**src/rtl/uart_pkg.sv**
```systemverilog
// Shared UART types: parity-mode constants, receiver FSM states and the
// receive-buffer entry layout.
package uart_pkg;

    localparam int PARITY_NONE = 0;
    localparam int PARITY_ODD  = 1;
    localparam int PARITY_EVEN = 2;

    // Entries carry the widest supported word; narrower frames zero-extend.
    localparam int RX_MAX_DATA_BITS = 9;

    typedef enum logic [2:0] {
        RX_IDLE,
        RX_START,
        RX_DATA,
        RX_PARITY,
        RX_STOP,
        RX_BREAK
    } rx_state_t;

    typedef struct packed {
        logic [RX_MAX_DATA_BITS-1:0] data;
        logic                        parity_err;
        logic                        frame_err;
    } rx_entry_t;

    function automatic logic majority3(input logic a, input logic b, input logic c);
        return (a & b) | (a & c) | (b & c);
    endfunction

endpackage

```
**src/rtl/uart_rx_fifo.sv**
```systemverilog
// Show-ahead synchronous FIFO of rx_entry_t; the head entry is always visible
// on rd_entry and the next one appears the cycle after a pop.
module uart_rx_fifo
    import uart_pkg::*;
#(
    parameter int DEPTH = 4
) (
    input  logic                     clk,
    input  logic                     reset,
    input  logic                     push,
    input  rx_entry_t                wr_entry,
    input  logic                     pop,
    output rx_entry_t                rd_entry,
    output logic                     full,
    output logic                     empty,
    output logic [$clog2(DEPTH):0]   count
);

    localparam int AW = $clog2(DEPTH);

    rx_entry_t       mem [DEPTH];
    logic [AW-1:0]   wr_ptr;
    logic [AW-1:0]   rd_ptr;
    logic [AW:0]     cnt;
    logic            do_push;
    logic            do_pop;

    assign full  = (cnt == (AW+1)'(DEPTH));
    assign empty = (cnt == '0);

    // A pop frees the slot a simultaneous push needs, so full+pop still writes.
    assign do_pop  = pop && !empty;
    assign do_push = push && (!full || do_pop);

    always_ff @(posedge clk or negedge reset) begin
        if (!reset) begin
            wr_ptr <= '0;
            rd_ptr <= '0;
            cnt    <= '0;
            for (int i = 0; i < DEPTH; i++) begin
                mem[i] <= '0;
            end
        end else begin
            if (do_push) begin
                mem[wr_ptr] <= wr_entry;
                wr_ptr      <= wr_ptr + AW'(1);
            end
            if (do_pop) begin
                rd_ptr <= rd_ptr + AW'(1);
            end
            case ({do_push, do_pop})
                2'b10:   cnt <= cnt + (AW+1)'(1);
                2'b01:   cnt <= cnt - (AW+1)'(1);
                default: cnt <= cnt;
            endcase
        end
    end

    assign rd_entry = mem[rd_ptr];
    assign count    = cnt;

endmodule

```
**src/rtl/uart_frame_receiver.sv**
```systemverilog
// Parametrised UART receiver: line synchroniser, start qualification,
// 3-point majority bit sampling and a show-ahead receive FIFO.
module uart_frame_receiver
    import uart_pkg::*;
#(
    parameter int CLKS_PER_BIT = 10000,
    parameter int DATA_BITS    = 8,
    parameter int PARITY       = 0,
    parameter int STOP_BITS    = 1,
    parameter int FIFO_DEPTH   = 4
) (
    input  logic                          clk,
    input  logic                          reset,
    input  logic                          uart_rx,
    // Handshake: an entry transfers on every clock edge where valid && ready;
    // data/flags are stable while valid is high and ready is low.
    output logic [DATA_BITS-1:0]          data,
    output logic                          parity_err,
    output logic                          frame_err,
    output logic                          valid,
    input  logic                          ready,
    output logic                          overrun,
    output logic                          waiting,
    output logic [$clog2(FIFO_DEPTH):0]   count
);

    localparam int              PW         = $clog2(CLKS_PER_BIT);
    localparam int              H          = CLKS_PER_BIT / 2;
    localparam logic [PW-1:0]   PH_A       = PW'(H - 1);
    localparam logic [PW-1:0]   PH_B       = PW'(H);
    localparam logic [PW-1:0]   PH_C       = PW'(H + 1);
    localparam logic [PW-1:0]   PH_LAST    = PW'(CLKS_PER_BIT - 1);
    localparam logic [3:0]      LAST_DATA  = 4'(DATA_BITS - 1);
    localparam logic [3:0]      LAST_STOP  = 4'(STOP_BITS - 1);
    localparam logic            ODD_EXPECT = (PARITY == PARITY_ODD);

    logic                 rx_meta;
    logic                 rx_s;
    rx_state_t            state;
    rx_state_t            state_n;
    logic [PW-1:0]        phase;
    logic                 samp_a;
    logic                 samp_b;
    logic [3:0]           bit_cnt;
    logic [DATA_BITS-1:0] shift;
    logic                 par_err_q;
    logic                 ferr_q;
    logic                 push_q;
    logic                 counting;
    logic                 sample_pt;
    logic                 maj;
    logic                 pop;
    logic                 fifo_full;
    logic                 fifo_empty;
    rx_entry_t            push_entry;
    rx_entry_t            head;
    logic                 unused_head_bits;

    always_ff @(posedge clk or negedge reset) begin
        if (!reset) begin
            rx_meta <= 1'b1;
            rx_s    <= 1'b1;
        end else begin
            rx_meta <= uart_rx;
            rx_s    <= rx_meta;
        end
    end

    assign counting  = (state == RX_START) || (state == RX_DATA) ||
                       (state == RX_PARITY) || (state == RX_STOP);
    assign sample_pt = counting && (phase == PH_C);
    assign maj       = majority3(samp_a, samp_b, rx_s);

    always_ff @(posedge clk or negedge reset) begin
        if (!reset) begin
            state <= RX_IDLE;
        end else begin
            state <= state_n;
        end
    end

    always_comb begin
        state_n = state;
        case (state)
            RX_IDLE:   if (!rx_s) state_n = RX_START;
            RX_START:  if (sample_pt) state_n = maj ? RX_IDLE : RX_DATA;
            RX_DATA:   if (sample_pt && bit_cnt == LAST_DATA)
                           state_n = (PARITY != PARITY_NONE) ? RX_PARITY : RX_STOP;
            RX_PARITY: if (sample_pt) state_n = RX_STOP;
            // A low final stop bit means the line may be held in break.
            RX_STOP:   if (sample_pt && bit_cnt == LAST_STOP)
                           state_n = maj ? RX_IDLE : RX_BREAK;
            RX_BREAK:  if (rx_s) state_n = RX_IDLE;
            default:   state_n = RX_IDLE;
        endcase
    end

    always_ff @(posedge clk or negedge reset) begin
        if (!reset) begin
            phase     <= '0;
            samp_a    <= 1'b1;
            samp_b    <= 1'b1;
            bit_cnt   <= '0;
            shift     <= '0;
            par_err_q <= 1'b0;
            ferr_q    <= 1'b0;
            push_q    <= 1'b0;
        end else begin
            if (!counting || phase == PH_LAST) begin
                phase <= '0;
            end else begin
                phase <= phase + PW'(1);
            end
            if (phase == PH_A) samp_a <= rx_s;
            if (phase == PH_B) samp_b <= rx_s;
            push_q <= 1'b0;
            if (sample_pt) begin
                bit_cnt <= (state_n != state) ? 4'd0 : bit_cnt + 4'd1;
                case (state)
                    RX_START: begin
                        par_err_q <= 1'b0;
                        ferr_q    <= 1'b0;
                    end
                    RX_DATA:   shift     <= {maj, shift[DATA_BITS-1:1]};
                    RX_PARITY: par_err_q <= ((^shift) ^ maj) != ODD_EXPECT;
                    RX_STOP: begin
                        if (!maj) ferr_q <= 1'b1;
                        if (bit_cnt == LAST_STOP) push_q <= 1'b1;
                    end
                    default: ;
                endcase
            end
        end
    end

    assign push_entry = '{data:       RX_MAX_DATA_BITS'(shift),
                          parity_err: par_err_q,
                          frame_err:  ferr_q};

    assign pop = valid && ready;

    uart_rx_fifo #(
        .DEPTH (FIFO_DEPTH)
    ) u_fifo (
        .clk      (clk),
        .reset    (reset),
        .push     (push_q),
        .wr_entry (push_entry),
        .pop      (pop),
        .rd_entry (head),
        .full     (fifo_full),
        .empty    (fifo_empty),
        .count    (count)
    );

    assign valid            = !fifo_empty;
    assign data             = head.data[DATA_BITS-1:0];
    assign parity_err       = head.parity_err;
    assign frame_err        = head.frame_err;
    assign overrun          = push_q && fifo_full && !pop;
    assign waiting          = (state == RX_IDLE);
    assign unused_head_bits = ^head.data;

endmodule

```
**config.mk**
```make
export PLATFORM = sky130hd
export DESIGN_NAME = uart_frame_receiver
export DESIGN_NICKNAME = d
export VERILOG_FILES = /design/src/rtl/uart_pkg.sv /design/src/rtl/uart_rx_fifo.sv /design/src/rtl/uart_frame_receiver.sv
export SDC_FILE = /design/constraint.sdc
export NUM_CORES = 1
export LEC_CHECK = 0
export ABC_CLOCK_PERIOD_IN_PS = 2300
export CAP_MARGIN = 20
export CORE_UTILIZATION = 32
export CTS_BUF_LIST = sky130_fd_sc_hd__clkbuf_4 sky130_fd_sc_hd__clkbuf_8
export DETAILED_ROUTE_END_ITERATION = 8
export MAX_ROUTING_LAYER = met4
export PLACE_DENSITY = 0.6
export SKIP_LAST_GASP = 1
export SLEW_MARGIN = 20
export SYNTH_ARGS = -nofsm -noshare
export SYNTH_HDL_FRONTEND = slang
export SYNTH_SLANG_ARGS = --single-unit
```
**constraint.sdc**
```tcl
create_clock -name clk -period 2.3 [get_ports clk]
set_clock_uncertainty 0.05 [all_clocks]
set_input_delay 0.575 -clock clk [delete_from_list [all_inputs] [get_ports clk]]
set_output_delay 0.575 -clock clk [all_outputs]
set_load 0.02 [all_outputs]
```
* Word level (Yosys, flattened, before mapping)
Cells that the tools add are included.
** Storage, ports and cells
- Logic and storage cells :: 110
- Input port bits :: 4
- Bits in registers :: 87
- Output and inout port bits :: 16
** Cells by class
- $add $sub $neg :: 6
- Reduce and logical (&&, ||, !) cells :: 28
- Bitwise gates (word level) :: 8
- Equality and inequality tests :: 15
- Order comparisons :: 3
- Mux-type cells :: 24
** Operators by type and width (count)
- $bwmux W44 :: 1
- $eq A14 B13 Y1 const B :: 3
- $bmux W11 S2 :: 1
- $demux W11 S2 :: 1
- $mux W3 :: 7
- $mux W10 :: 2
- $pmux W3 S6 :: 1
- $add A14 B1 Y14 const B :: 1
- $eq A14 B14 Y1 const B :: 1
- $mux W14 :: 1
- $mux W11 :: 1
- $eq A3 B3 Y1 const B :: 3
- $logic_and A1 B1 Y1 :: 9
- $reduce_xor A8 Y1 :: 1
- $eq A3 B2 Y1 const B :: 2
- $ge A3 B3 Y1 const B :: 2
- $logic_not A3 Y1 :: 2
- $not A2 Y3 :: 2
- $pmux W3 S2 :: 1
- $reduce_bool A2 Y1 :: 3
- $logic_or A1 B1 Y1 :: 5
- $add A2 B1 Y2 const B :: 2
- $add A4 B1 Y4 const B :: 1
- $eq A4 B3 Y1 const B :: 1
- other kinds (19) :: 30

* Logic depth before layout (Yosys ltp)
- Word-level depth :: 10
- Mapped depth :: 10
- Gate-level depth less buffers :: 9

* Hierarchy
Synthesis repeated with hierarchy kept, for this count alone.
** Second synthesis, totals
- Cells, all modules :: 345
- Area, all modules :: 4401.7 um^2
** By module, submodules not included
- uart_rx_fifo :: instances 1, area each 2332.2 um^2, sequential area each 1276.2 um^2, cells an instance 146
- uart_frame_receiver :: instances 1, area each 2069.5 um^2, sequential area each 905.9 um^2, cells an instance 199

* Worst setup path after synthesis
No wires, ideal clock.
- Path type :: register to register
- From :: register phase[5]
- To :: register shift[0]
- Required time :: 2.125 ns
- Path slack :: -0.257 ns
- Clock period less this slack :: 2.557 ns
- Arrival time :: 2.382 ns
- Stages on the path, launching flop included :: 7
- Setup time :: 0.125 ns
- Cell sequence :: dfrtp_1 or4b_1 or4_1 buf_2 nand2b_4 nor3b_4 mux2_2
** Between the ends
- Longest elaborated chain between the ends :: 3
** Ends and longest elaborated chain
- start: declaration :: line uart_frame_receiver.sv:41 : logic [PW-1:0] phase;
- start signal: assignment :: line uart_frame_receiver.sv:112 : phase <= phase + PW'(1);
- $eq A14 B13 Y1 :: line uart_frame_receiver.sv:71 : assign sample_pt = counting && (phase == PH_C);
- $logic_and A1 B1 Y1 :: line uart_frame_receiver.sv:71
- $reduce_and A2 Y1 (no source line)
- end signal: assignment :: line uart_frame_receiver.sv:124 : RX_DATA: shift <= {maj, shift[DATA_BITS-1:1]};
- end: declaration :: line uart_frame_receiver.sv:45 : logic [DATA_BITS-1:0] shift;
Every way passes these cells.
A chain may end at the register's enable or synchronous reset.

* Worst setup path in the final report
- From :: register phase[6]
- To :: register bit_cnt[2]
** Between the ends
- Longest elaborated chain between the ends :: 7
- Elaborated cells between the ends (all ways) :: 11
- Those cells by class :: 2 x eq/ne; 6 x mux; 3 x reduce/logical
** Ends and longest elaborated chain
- $eq A14 B13 Y1 (*) :: line uart_frame_receiver.sv:71
- $logic_and A1 B1 Y1 (*) :: line uart_frame_receiver.sv:71
- $logic_and A1 B1 Y1 (on tied branches) :: line uart_frame_receiver.sv:91, uart_frame_receiver.sv:87
- $mux W3 (on tied branches) :: line uart_frame_receiver.sv:91, uart_frame_receiver.sv:87
- $pmux W3 S6 :: line uart_frame_receiver.sv:84 : case (state)
- $ne A3 B3 Y1 :: line uart_frame_receiver.sv:118 : bit_cnt <= (state_n != state) ? 4'd0 : bit_cnt + 4'd1;
- $mux W4 :: line uart_frame_receiver.sv:118
- end signal: assignment :: line uart_frame_receiver.sv:118
- end: declaration :: line uart_frame_receiver.sv:44 : logic [3:0] bit_cnt;
Every way passes the cells marked *; elsewhere a longest branch is shown, timed or not.

==> results.md <==
- The number of buffers added to fix hold violations after cts is 0.
- The detailed-route wire length is 7589 um.
- The power density of the placed cells is 504.3 nW/um^2.
- The cell with the most instances on the worst path is sky130_fd_sc_hd__a21o_1.
- The flow ran to the end, but the final reports show violations.
- The mean cell area of the mapped netlist is 12.72 sq um.
- The slowest library cell on the worst path is sky130_fd_sc_hd__or4b_4.
- The setup check on the worst reg-to-reg path leaves a slack of -0.11 ns.
- Relative to the synthesized area, the layout overhead comes to 26.61%.
- The total number of placement rows is 40.
- The type of origin of the critical path is a flop.
- At the pin with the least slew margin, the transition time is 0.5002 ns.
- The cell count after synthesis is 309.
- The number of design-rule violations left by the first detailed-router iteration is 80.
- Synthesis inferred 83 register bits.
- The critical path class is flop to flop.
- CTS built an H-tree with a depth of 3.
- The tree is rooted in a sky130_fd_sc_hd__clkbuf_8.
- The buffer depth of the longest clock path is 2.
- The initial core utilization is 32.73%.
- The clock period minus final worst setup slack is 2.415 ns.
- The static leakage is 2.371 nW.
- The clock input transition at the sequential cells of the worst setup and hold paths is 0.09 ns.
- The count of cells in the finished layout, fillers not included, comes to 528.
- The final reports fail on negative setup slack.
- The library cell used most frequently in the layout, excluding fill and tap cells, is sky130_fd_sc_hd__dfrtp_1.
- After global routing the overflow that remains totals 0.
- In this run the worst setup path begins at phase[6]$_DFF_PN0_.
- TritonCTS built the clock tree.
- The worst register-to-register path begins at phase[6]$_DFF_PN0_.
- The clock latency on the worst-skew pair is 0.36 ns.
- At the worst endpoint, the required time is 2.50 ns.
- The number of hold-slack violations in the final timing report is 0.
- Entering global routing, the biggest net connects 39 pins.
- The number of antenna diodes in the final layout is 0.
- The area fraction of the dominant cell type after synthesis is 50.29%.
- Before antenna repair, the detailed router went through 4 iterations.
- For this run, design rule violations remaining after detail routing come to 0.
- In this run the vertical extent of the chip is 112.8 um.
- The quantity of I/O buffers inserted on ports is 19.
- The peak ir drop on the vdd network is 379.9 uV.
- The final RePlAce weighted congestion is 0.7790.
- The average routed wire per standard cell is 14.37 um.
- The post-synthesis cell area is 3931 sq um.
- Once detail routing completed, the nets flagged for antenna violations numbered 0.
- Across all setup checks in the final design, the least slack found is -0.1148 ns.
- The maximum frequency from static timing analysis is 414.1 MHz.
- Once placement completed, the tool counted placed cells totaling 506.
- Traced cell by cell, the critical path runs through or4b_4 -> or4_4 -> buf_12 -> buf_6 -> a21oi_4 -> a221oi_2 -> a21o_1 -> a21o_1.
- For this design the top-level I/O count stands at 20.
- In the layout the commonest cells are 79 x sky130_fd_sc_hd__dfrtp_1, 42 x sky130_fd_sc_hd__mux2_2, 33 x sky130_fd_sc_hd__buf_4.
- The number of antenna violations at the first check in global routing was 0.
- In this design, the largest share of critical-path delay is due to simple AND/OR/NAND/NOR gates.
- The number of buffers and inverters on the critical path is 2.
- The max-slew violation count is 0.
- In the global route stage, overall resource usage came out at 13.52%.
- The most used flip-flop cell after synthesis is sky130_fd_sc_hd__dfrtp_1.
- In this run, CTS created clock tree buffers numbering 9.
- Once detailed placement completed, the half-perimeter wirelength came to 5239 um.
- The peak fanout along the critical path is 5.
- By area the synthesized netlist is led by sky130_fd_sc_hd__dfrtp_1 50%, sky130_fd_sc_hd__mux2_2 14%, sky130_fd_sc_hd__mux4_2 5.7%, sky130_fd_sc_hd__xnor2_1 4.0%, sky130_fd_sc_hd__ha_1 3.2%.
- The arrival time at the worst endpoint is 2.62 ns.
- The worst reg2reg path depth is 8.
- The terminus of the critical flop-to-flop path is bit_cnt[2]$_DFFE_PN0P_.
- The net count of the mapped netlist is 324.
- The part of the Yosys area used for sequential elements is 52.96%.
- Following the worst setup path forward leads to its endpoint at bit_cnt[2]$_DFFE_PN0P_.
- The final route contains 2549 vias.
- The Yosys step of the flow raised 0 warnings.
- Across the run, the number of max-cap violations was 0.
- Counting flops with a built-in enable in the synthesized netlist gives 0.
- The critical path crosses 8 cells after its start point.
- The overall die area is 12730 sq um.
- Overall power consumption after layout is estimated at 2.510 mW.
- Setup repair after global routing could not meet its margin everywhere.
- The maximum cell stage delay along the critical path is 0.54 ns.
- The number of global-route vias before repair came to 2781.
- The type of element capturing the critical path is a flop.
- The wire length of the first global-routing pass is 13130 um.
- The number of sinks on the clock net is 83.
- The number of different library cells in the post-synthesis netlist is 45.
- In this run the horizontal extent of the chip is 112.8 um.
- Setup violations remaining at the end of the flow were counted as 11.
- The post-layout net count is 391.
- In this run the worst hold path is classified as primary input to asynchronous set/reset pin.
- After synthesis, the share of flip-flops with an asynchronous set or reset is 100.0%.
- sky130_fd_sc_hd__dfrtp_1 takes more of the synthesized area than any other cell.
- The area inside the core boundary is 12010 sq um.
- Using the TritonRoute via totals, the vias-per-cell ratio works out to 4.828.
- Measured against its own limit, the worst slew margin works out to 66.65%.
- The portion of the clock cycle consumed by the worst path in the final layout is 105.0%.
- The fraction of final layout cells with drive strength greater than 1 is 38.85%.
## final cells by class
cell class,instances,area (sq um)
multi-input cells,203,1861
flip-flops and latches,83,2082
inverters,16,60.06
well taps,147,183.9
repair buffers,63,601.8
clock buffers,9,123.9
fillers,1135,7034
clock inverters,7,65.06
## Yosys cell counts (2+ instances only)
| master | number |
|---|---|
| sky130_fd_sc_hd__a21o_1 | 3 |
| sky130_fd_sc_hd__a21oi_1 | 6 |
| sky130_fd_sc_hd__and2_1 | 2 |
| sky130_fd_sc_hd__and3_1 | 4 |
| sky130_fd_sc_hd__clkbuf_1 | 5 |
| sky130_fd_sc_hd__dfrtp_1 | 79 |
| sky130_fd_sc_hd__dfstp_2 | 4 |
| sky130_fd_sc_hd__ha_1 | 10 |
| sky130_fd_sc_hd__inv_1 | 16 |
| sky130_fd_sc_hd__mux2_2 | 49 |
| sky130_fd_sc_hd__mux4_2 | 10 |
| sky130_fd_sc_hd__nand2_1 | 17 |
| sky130_fd_sc_hd__nand2b_1 | 2 |
| sky130_fd_sc_hd__nand3_1 | 6 |
| sky130_fd_sc_hd__nand4b_1 | 2 |
| sky130_fd_sc_hd__nor2_1 | 21 |
| sky130_fd_sc_hd__nor2b_1 | 2 |
| sky130_fd_sc_hd__nor3_1 | 6 |
| sky130_fd_sc_hd__nor4b_1 | 2 |
| sky130_fd_sc_hd__o21ai_0 | 12 |
| sky130_fd_sc_hd__or3_1 | 4 |
| sky130_fd_sc_hd__xnor2_1 | 18 |
| sky130_fd_sc_hd__xor2_1 | 7 |
## layer usage
layer  GRT usage, %  vias to the layer above  share of wire [%]
met1          15.37                     1295                 44
met2          23.33                       25                 53
met4          4.178                        0                1.0
met5              -                        -                  0
li1               -                     1223                  -
met3          3.535                        6                2.5
## kinds of logic after synthesis
group,synth area share [%]
buffers and inverters,2.228
flip-flops,52.96
XOR/XNOR,5.570
adder cells (fa/ha/maj),3.947
AO/OA/AOI/OAI,4.329
AND/OR/NAND/NOR,10.92
multiplexers,20.05
## how the worst min path moves through the flow
| stage | end | slack, ns | depth (start not counted) |
|---|---|---|---|
| finish | phase[11]$_DFF_PN0_ | 0.12 | 1 |
| detailed placement | rx_s$_DFF_PN1_ | 0.30 | 0 |
| global placement | rx_s$_DFF_PN1_ | 0.30 | 0 |
| floorplan | bit_cnt[0]$_DFFE_PN0P_ | 0.23 | 0 |
| global route | u_fifo.mem[20]$_DFFE_PN0P_ | 0.15 | 1 |
| CTS | phase[8]$_DFF_PN0_ | 0.13 | 1 |
## repair_timing
item                       CTS  global route
resized for setup           67             5
cloned                       0             0
pin swaps                    7             1
setup buffers                3             3
setup endpoints to repair   27            19
## stage by stage
| step | utilization, % | worst slack [ns] | instance area, sq um | hold slack, ns | TNS (ns) |
|---|---|---|---|---|---|
| final | 41.44 | -0.1148 | 4977 | 0.1208 | -1.018 |
| after global routing | 41.44 | -0.2039 | 4977 | 0.1493 | -2.334 |
| after CTS | 40.85 | -0.1085 | 4907 | 0.1341 | -1.021 |
| after detailed placement | 38.70 | -0.5428 | 4648 | 0.2968 | -14.01 |
| after global placement | 38.70 | -0.4026 | 4648 | 0.2957 | -9.295 |
| after floorplan | - | -0.2566 | 3933 | 0.2294 | -2.295 |
## sequential cells by signal (all words and copies together), names as in the netlist, 2 cells and up
register,count
u_fifo.count,3
u_fifo.rd_ptr,2
state,3
u_fifo.wr_ptr,2
u_fifo.mem,40
shift,8
phase,14
bit_cnt,4
## report_power, final
part,switching [mW],total (mW),internal (mW)
Sequential,0.00218,1.46,1.46
Combinational,0.0295,0.0380,0.00855
Clock,0.588,1.01,0.420
(Power assumes the default switching activity.)
==> RTL edit, RTL diff (same flow settings) <==
Reset style: synchronous (`reset`), changed in 4 clocked blocks.
--- a/src/rtl/uart_rx_fifo.sv
+++ b/src/rtl/uart_rx_fifo.sv
@@ -33,5 +33,5 @@
     assign do_push = push && (!full || do_pop);
 
-    always_ff @(posedge clk or negedge reset) begin
+    always_ff @(posedge clk) begin
         if (!reset) begin
             wr_ptr <= '0;
--- a/src/rtl/uart_frame_receiver.sv
+++ b/src/rtl/uart_frame_receiver.sv
@@ -57,5 +57,5 @@
     logic                 unused_head_bits;
 
-    always_ff @(posedge clk or negedge reset) begin
+    always_ff @(posedge clk) begin
         if (!reset) begin
             rx_meta <= 1'b1;
@@ -72,5 +72,5 @@
     assign maj       = majority3(samp_a, samp_b, rx_s);
 
-    always_ff @(posedge clk or negedge reset) begin
+    always_ff @(posedge clk) begin
         if (!reset) begin
             state <= RX_IDLE;
@@ -96,5 +96,5 @@
     end
 
-    always_ff @(posedge clk or negedge reset) begin
+    always_ff @(posedge clk) begin
         if (!reset) begin
             phase     <= '0;
Behaviour: differs if reset is asserted again (counterexample within 4 cycles, from zero or initial values and one cycle with reset low); with reset held inactive, the same outputs for 10 cycles.
==> RTL edit against the unedited design <==
- fmax is 11% higher
- sequential cell count up 2
- worst setup slack improved by 0.24 ns
- worst hold slack better by 0.24 ns
- final area decreased by 7.4%
- area after synthesis shrank 0.54%
- wire length is 3.4% higher
- die area shrank 0.53%
- register-to-register slack better by 0.33 ns
- utilization shrank 2.9 points
- synthesized cell count up 16%
- critical path type is now input port to output port
- highest routed layer unchanged
Power is not compared: it rests on default switching activity, and its combinational part moved more than twofold at a synthesized area within 25%.
==> RTL edit: results (changes against the unedited design) <==
most common library cells after synthesis 45 x dfxtp_1, 40 x edfxtp_1, 34 x nand2_1; ant diodes 0 (unchanged); biggest regs u_fifo.mem: 40 flops, phase: 14 flops, shift: 8 flops; Hold Crit Start rx_meta; Global Route Usage Sum 13.9% (+0.35 points); vias in the first global route 2715 (-2.4%); Post-Syn Nets 370 (+14%); port bufs 19 (unchanged); placed insts 532 (+5.1%); post-DP HPWL 5.42 mm (+3.5%); number of H-tree levels 3 (unchanged); initial drt markers 101 (+26%); first-pass GRT wire length 13.1 mm (about the same); clk_lat worst skew 0.37 ns; register clock-pin slew on the reported worst setup and hold paths 0.08 ns; hold crit path type register to register; DR pass1 iterations 4 (unchanged); WL final 7.85 mm (+3.4%); Final nets 407 (+4.1%); vias per inst 4.96 (+2.7%); CTS Root Buffer Type clkbuf_8; Post-synth ARST share 0% (-100 points); reg2reg setup slack 0.22 ns (+0.33 ns); largest net degree at the start of global routing 24 (-38%); Worst Max-Slew Pin Slew 0.639 ns (+0.138 ns); Worst Path Max Fanout 2 (-3); outcome finished clean; top cells by area, synth edfxtp_1 31%, dfxtp_1 23%, mux4_2 5.8%, and2_1 5.0%, xnor2_1 3.4%; drt wl/cell 14.3 µm (-0.35%); VDD IR max 290 µV; cell count after synthesis 359 (+16%); unique cell type count in the Yosys netlist 50 (+11%); WHS Path Cells 1; final hold slack 0.363 ns (+0.242 ns); part of the Yosys area used for sequential elements 53.8% (+0.80 points); terminus of the critical flop-to-flop path u_fifo.count[2]; Sw Pwr 625 µW; most common cell after layout, fill and taps aside dfxtp_1; routability cong. 0.835 (+7.1%); CTS Buffer Depth 2 (unchanged); Lkg Pwr 0.00163 µW; Syn. warnings 0 (unchanged); cts bufs inserted 9 (unchanged); Crit Reg-Reg Startpoint u_fifo.count[0]; initial antenna violation count 0 (unchanged); setup bufs post-CTS 0 (-3); R2R depth 9 (+1); number of flops mapped to enable cells by yosys 40 (+40); dominant synthesized flop cell dfxtp_1; hold path endpoint rx_s; share of cells above drive strength 1 17.7% (-21 points)
RTL edit: metrics by stage:
| step | instance area (µm²) | total power, µW | setup slack (ns) | TNS (ns) | utilization, % |
|---|---|---|---|---|---|
| 2_1_floorplan | 3930 | 1720 | -0.0339 | -0.0339 | - |
| 3_3_place_gp | 4450 | 1780 | -0.507 | -17.10 | 37.2 |
| 3_5_place_dp | 4450 | 1790 | -0.559 | -19.31 | 37.2 |
| 4_1_cts | 4640 | 2880 | 0.0160 | 0 | 38.8 |
| 5_1_grt | 4610 | 2930 | 0.0558 | 0 | 38.5 |
| 6_report | 4610 | 2830 | 0.122 | 0 | 38.5 |
RTL edit: cell type report:
class                   count  area [µm²]
well taps                 147         184
clock buffers              11         145
flip-flops and latches     85        2100
fillers                  1147        7350
inverters                  13        48.8
clock inverters             5        58.8
multi-input cells         245        1720
repair buffers             42         345
RTL edit: cell families after synthesis:
family                   after synthesis  synth area share (%)
adder cells (fa/ha/maj)                8                  2.69
buffers and inverters                 29                  2.98
multiplexers                          12                  6.27
flip-flops                            85                  53.8
XOR/XNOR                              28                  6.82
AO/OA/AOI/OAI                         38                  5.82
AND/OR/NAND/NOR                      159                  21.7
RTL edit: how the worst max path moves through the flow:
stage	depth (start not counted)	end	slack, ns	startpoint
2_1_floorplan	10	u_fifo.count[2]	-0.03	ready
3_3_place_gp	7	u_fifo.mem[1][7]	-0.51	ready
3_5_place_dp	7	u_fifo.mem[1][7]	-0.56	ready
4_1_cts	3	data[3]	0.02	register
5_1_grt	3	overrun	0.06	u_fifo.count[0]
6_report	4	overrun	0.12	ready
RTL edit: power by group through the flow:
stage | sequential, µW | clock [µW] | combinational, µW
2_1_floorplan | 1660 | 0 | 64.3
3_3_place_gp | 1660 | 0 | 119
3_5_place_dp | 1670 | 0 | 121
4_1_cts | 1630 | 1130 | 114
5_1_grt | 1630 | 1180 | 117
6_report | 1630 | 1090 | 108
RTL edit: routing by layer:
layer / global-route usage, % / vias up / share of wire (%)
met3: 3.89 / 14 / 3.2
met2: 23.0 / 40 / 50
li1: - / 1337 / -
met4: 5.16 / 0 / 1.5
met1: 15.9 / 1325 / 45
met5: - / - / 0
RTL edit: worst max-delay path: stages:
cell           delay [ns]
dlygate4sd2_1        0.26
nor4b_4              0.24
and2_1               0.15
dlygate4sd2_1        0.32
RTL edit: what timing repair did:
action	in CTS	in global routing
pin swaps	1	0
hold buffers	0	0
cloned	0	0
resized for setup	42	5
setup endpoints to repair	24	5
